[config.mk]
export PLATFORM = sky130hd
export DESIGN_NAME = rr_mux_arbiter
export DESIGN_NICKNAME = d
export VERILOG_FILES = /design/src/rtl/rr_mux_arb_pkg.sv /design/src/rtl/rr_mux_arbiter_mux_n.sv /design/src/rtl/rr_mux_arbiter.sv
export SDC_FILE = /design/constraint.sdc
export NUM_CORES = 1
export LEC_CHECK = 0
export CORE_UTILIZATION = 47
export CTS_BUF_LIST = sky130_fd_sc_hd__clkbuf_8
export DETAILED_ROUTE_END_ITERATION = 8
export PLACE_DENSITY = 0.88
export SYNTH_ARGS = -nofsm -noshare
export SYNTH_HDL_FRONTEND = slang
export SYNTH_HIERARCHICAL = 1
export SYNTH_SLANG_ARGS = --single-unit
export TNS_END_PERCENT = 30
[constraint.sdc]
create_clock -name clk -period 8.5 [get_ports clk]
set_input_delay 0.85 -clock clk [delete_from_list [all_inputs] [get_ports clk]]
set_output_delay 0.85 -clock clk [all_outputs]
set_load 0.01 [all_outputs]
[src/rtl/rr_mux_arb_pkg.sv]
// Shared types and helpers for the round-robin mux arbiter.
//   state_t : output register occupancy (EMPTY / FULL)
//   idx_w() : bit width of a requester index for a given requester count
package rr_mux_arb_pkg;

  typedef enum logic {
    EMPTY = 1'b0,
    FULL  = 1'b1
  } state_t;

  // Index width, never below one bit so single-bit selects stay legal.
  function automatic int idx_w(input int n);
    return (n > 1) ? $clog2(n) : 1;
  endfunction

endpackage

[src/rtl/rr_mux_arbiter_mux_n.sv]
// N:1 payload multiplexer with binary select.
//   sel  : binary index of the selected input
//   din  : N packed payload words
//   dout : selected word (zero if sel is out of range)
module mux_n #(
  parameter int N  = 4,
  parameter int W  = 8,
  parameter int SW = 2
) (
  input  logic [SW-1:0]       sel,
  input  logic [N-1:0][W-1:0] din,
  output logic [W-1:0]        dout
);

  // Compare-and-select form keeps non-power-of-two N free of
  // out-of-range indexing.
  always_comb begin
    dout = '0;
    for (int i = 0; i < N; i++) begin
      if (sel == SW'(i)) dout = din[i];
    end
  end

endmodule

[src/rtl/rr_mux_arbiter.sv]
// Round-robin N:1 arbiter feeding a single registered output word.
//   clk, rst_n : clock, synchronous active-low reset
//   req_valid  : per-requester valid
//   req_data   : per-requester payload
//   req_ready  : per-requester accept (one-hot of the winner or zero)
//   out_valid  : output register holds a word
//   out_data   : registered payload of the winner
//   out_ready  : downstream accept
//   grant_id   : index of the requester whose word sits in out_data
// Build option RR_MUX_ARB_FIXED_PRIO_EN: lowest-index valid requester
// always wins and the rotating pointer is removed.
module rr_mux_arbiter
  import rr_mux_arb_pkg::*;
#(
  parameter int N_REQ = 4,
  parameter int WIDTH = 8
) (
  input  logic                        clk,
  input  logic                        rst_n,
  input  logic [N_REQ-1:0]            req_valid,
  input  logic [N_REQ-1:0][WIDTH-1:0] req_data,
  output logic [N_REQ-1:0]            req_ready,
  output logic                        out_valid,
  output logic [WIDTH-1:0]            out_data,
  input  logic                        out_ready,
  output logic [idx_w(N_REQ)-1:0]     grant_id
);

  localparam int IW = idx_w(N_REQ);

  state_t            state;
  logic              load_en;
  logic              load;
  logic              found;
  logic [IW-1:0]     winner;
  logic [N_REQ-1:0]  onehot;
  logic [WIDTH-1:0]  sel_data;

`ifndef RR_MUX_ARB_FIXED_PRIO_EN
  logic [IW-1:0]     ptr;
`endif

  // The register can take a word when empty or when it drains this cycle.
  // rst_n gates acceptance so nothing is handshaken while in reset.
  assign load_en = rst_n & ((state == EMPTY) | out_ready);
  assign load    = load_en & found;

  // Winner search: first valid requester starting at ptr, wrapping.
  always_comb begin
    int j;
    found  = 1'b0;
    winner = '0;
    onehot = '0;
    j      = 0;
    for (int k = 0; k < N_REQ; k++) begin
`ifdef RR_MUX_ARB_FIXED_PRIO_EN
      j = k;
`else
      j = int'(ptr) + k;
      if (j >= N_REQ) j = j - N_REQ;
`endif
      if (!found && req_valid[j]) begin
        found     = 1'b1;
        winner    = IW'(j);
        onehot[j] = 1'b1;
      end
    end
  end

  assign req_ready = onehot & {N_REQ{load_en}};
  assign out_valid = (state == FULL);

  mux_n #(
    .N  (N_REQ),
    .W  (WIDTH),
    .SW (IW)
  ) u_mux (
    .sel  (winner),
    .din  (req_data),
    .dout (sel_data)
  );

  always_ff @(posedge clk) begin
    if (!rst_n) begin
      state    <= EMPTY;
      out_data <= '0;
      grant_id <= '0;
`ifndef RR_MUX_ARB_FIXED_PRIO_EN
      ptr      <= '0;
`endif
    end else if (load) begin
      state    <= FULL;
      out_data <= sel_data;
      grant_id <= winner;
`ifndef RR_MUX_ARB_FIXED_PRIO_EN
      ptr      <= (winner == IW'(N_REQ - 1)) ? '0 : winner + 1'b1;
`endif
    end else if ((state == FULL) && out_ready) begin
      // Drained with nothing to refill: payload and id keep last values.
      state <= EMPTY;
    end
  end

endmodule

==> summary.txt <==
Place
  • Post-placement cell count: between 200 and 250
  • Post-Place Setup Slack: approximately 4400 ps
  • Detailed-placement wirelength estimate: between 2000 and 3000 um
  • I/O Buffers: between 50 and 60
  • Placement Cell Area: 1715 sq um
  • Placer Congestion: around 0.84

Pwr
  • PwrDens: 264.4 nW/um^2
  • LEAKAGE: 0.6861 nW
  • Total power: 0.4655 mW
  • Max IR drop VDD: roughly 170 uV

Yosys
  • Top FF cell, synth: dfxtp_1
  • Area fraction of the dominant cell type after synthesis: about a fifth
  • Synthesized area: between 1000 and 1500 sq um
  • Synthesized Nets: 190
  • Synth area leader: dfxtp_1
  • Yosys reg bits: 13
  • Top post-synthesis cells by area: dfxtp_1 (20%), mux4_2 (16%), nand2_1 (6.2%), ha_1 (5.9%), nand3_1 (4.7%)
  • Fraction of registers with async set/reset: 0%
  • Synth warnings: 6
  • Synth Instances: 145
  • Post-synth EDFFs: 0
  • Post-synthesis sequential area ratio: a little over 20%
  • Synth unique cells: 36
  • Syn Area/Cell: 8.758 sq um

Clock network
  • Maximum root-to-sink buffer count: 2
  • Sink Count: 13
  • H-tree levels: 1
  • Setup Fix Bufs, Post-CTS: 0
  • Clock latency on the worst-skew pair: approximately 240 ps
  • CTS tree: done
  • Clock Root Buffer: clkbuf_8
  • Total CTS buffers: 3
  • Reg clk slew, reported paths: 60 ps
  • Post-CTS Hold Fix Bufs: 0
  • Post-CTS Resized: 0

Finish
  • Final antenna diode count: 0
  • Fill cells: about 200
  • Finished Layout Cells: about 220
  • Finished Cell Area: ~1800 sq um
  • Layout cell share with drive strength beyond 1: between 10 and 15%
  • Final #Nets: 234
  • Area Growth Syn to Fin: 38.62%

Detailed routing
  • Total vias in the final route: ~1300
  • DRC violations left: 0
  • Iteration-0 DRC count of the detailed router: 61
  • WL per Instance: roughly 16 um
  • Via density per instance: between 6 and 7
  • Final wirelength: 3438 um
  • Remaining antenna violation count: 0
  • First-pass iteration count of the detailed router: 4

Die
  • Die area: ~2900 sq um
  • Starting Density: between 50% and 60%
  • Site row count: 18
  • Die H: 53.98 um
  • Core box area: 2522 sq um
  • Die Wd: about 54 um
  • I/O Pins: 54

Setup path
  • CP cell instances: inv_1, ha_1, mux4_2, a21oi_1, a221oi_1, nor2_1, a31o_2, clkdlybuf4s50_1
  • Crit. End Element: output pin
  • Worst-path maximum fanout: 17
  • CP required: around 7700 ps
  • Critical path launch point type: flip-flop
  • Cells on worst reg2reg path: 10
  • CP max stage cell: dfxtp_1
  • Crit Path Category: reg -> out
  • CP arrival: roughly 3600 ps
  • Largest stage delay on the critical path: ~670 ps

STA
  • Final max-slew violation count: 0
  • Setup TNS: 0 ps
  • RSZ-0062 raised after global routing: no
  • Fin worst setup slack: slightly above 4000 ps
  • Final period utilization: a little over half
  • Final Hold Fails: 0
  • Fmax: around 220 MHz
  • Max Clock Skew: 2.522 ps
  • Min cycle time layout: approximately 4500 ps
  • Relative slew slack: between 20% and 30%
  • Final setup vio count: 0
  • Slew @ Worst Pin: between 1000 and 1500 ps

Flow run
  • Max Cap Viol: 0

Global route
  • Vias in the first global route: around 1200
  • Largest net degree at the start of global routing: 18
  • Initial antenna violation count: 0
  • Global-route wire length before repair: 4988 um
  • GR Util All Layers: 23.37%
  • Overflow left after global routing: 0

Status
  • Status: completed

Hold path
  • WHS Path Cells: 2
  • HP Class: reg -> reg
## worst max-delay path: cells and delay by family, from the launching register on
| family | cells | cell delay [ps] |
|---|---|---|
| multiplexers | 1 | 640 |
| buffers and inverters | 2 | 780 |
| AND/OR/NAND/NOR | 1 | 140 |
| AO/OA/AOI/OAI | 3 | 550 |
| flip-flops | 1 | 670 |
| adder cells (fa/ha/maj) | 1 | 590 |
## layout make-up
type / count / area [sq um] / area share (%)
multi-input combinational: 113 / 868.3 / 49.32
tap: 30 / 37.54 / 2.132
clock inverter: 1 / 3.754 / 0.2132
sequential: 13 / 260.3 / 14.78
timing repair buffer: 53 / 530.5 / 30.14
clock buffer: 3 / 41.29 / 2.345
inverter: 5 / 18.77 / 1.066
## synth_stat cells (3+ instances only)
| master | instances |
|---|---|
| ha_1 | 6 |
| a31o_2 | 4 |
| mux4_2 | 9 |
| mux2_2 | 4 |
| clkbuf_8 | 3 |
| clkbuf_1 | 3 |
| inv_1 | 5 |
| dfxtp_1 | 13 |
| nand2_1 | 21 |
| nand2b_1 | 5 |
| a221oi_1 | 5 |
| nand3_1 | 12 |
| mux2i_1 | 4 |
| buf_6 | 4 |
| nor2_1 | 10 |
| o21ai_0 | 8 |
| a21oi_1 | 3 |
## cell usage in the layout, fill, tap and decap left out, types with 2 or more instances in the layout
| cell | instances |
|---|---|
| a21oi_1 | 3 |
| a221o_1 | 2 |
| a221oi_1 | 5 |
| a31o_2 | 4 |
| and2_1 | 2 |
| clkbuf_8 | 3 |
| clkdlybuf4s50_1 | 53 |
| dfxtp_1 | 13 |
| ha_1 | 6 |
| inv_1 | 6 |
| mux2_2 | 4 |
| mux2i_1 | 4 |
| mux4_2 | 9 |
| nand2_1 | 21 |
| nand2b_1 | 5 |
| nand3_1 | 12 |
| nor2_1 | 10 |
| nor4_1 | 2 |
| o21a_1 | 2 |
| o21ai_0 | 8 |
| o22ai_1 | 2 |
## registers in the layout (all words and copies together), names as in the netlist
register	flops
grant_id	2
out_data	8
out_valid	1
ptr	2
## metal layers
metal	GRT usage, %	vias up	wire length (um)
li1	-	617	-
met1	26.32	649	1340
met2	45.68	67	1901
met3	3.955	0	196
met4	3.846	0	0
met5	0	-	0
## metrics by stage
step / hold WS, ps / utilization (%)
2_1_floorplan: 478.3 / -
4_1_cts: 455.4 / 69.79
6_report: 453.6 / 69.79
5_1_grt: 479.5 / 69.79
3_5_place_dp: 447.9 / 68.01
3_3_place_gp: 441.4 / 68.01
## report_power, final
part	internal, mW	switching (mW)
Clock	0.0319	0.0217
Sequential	0.0812	0.0235
Combinational	0.165	0.142
## path summary, 6_finish.rpt
path / from / endpoint / slack, ps
worst max register to register: ptr[0] / out_data[6] / 4600
worst max-delay path: ptr[0] / req_ready[3] / 4030
worst min-delay path: out_data[3] / out_data[3] / 450
worst min register to register: out_data[3] / out_data[3] / 450
## logic make-up (layout without fill, tap and decap cells)
group	Yosys count	after routing	synth area share, %
buf+inv	19	62	11.13
mux	17	17	22.66
simple gates	57	57	20.99
flops	13	13	20.49
compound gates	33	33	18.82
fa+ha+maj	6	6	5.911
(Power assumes the default switching activity.)
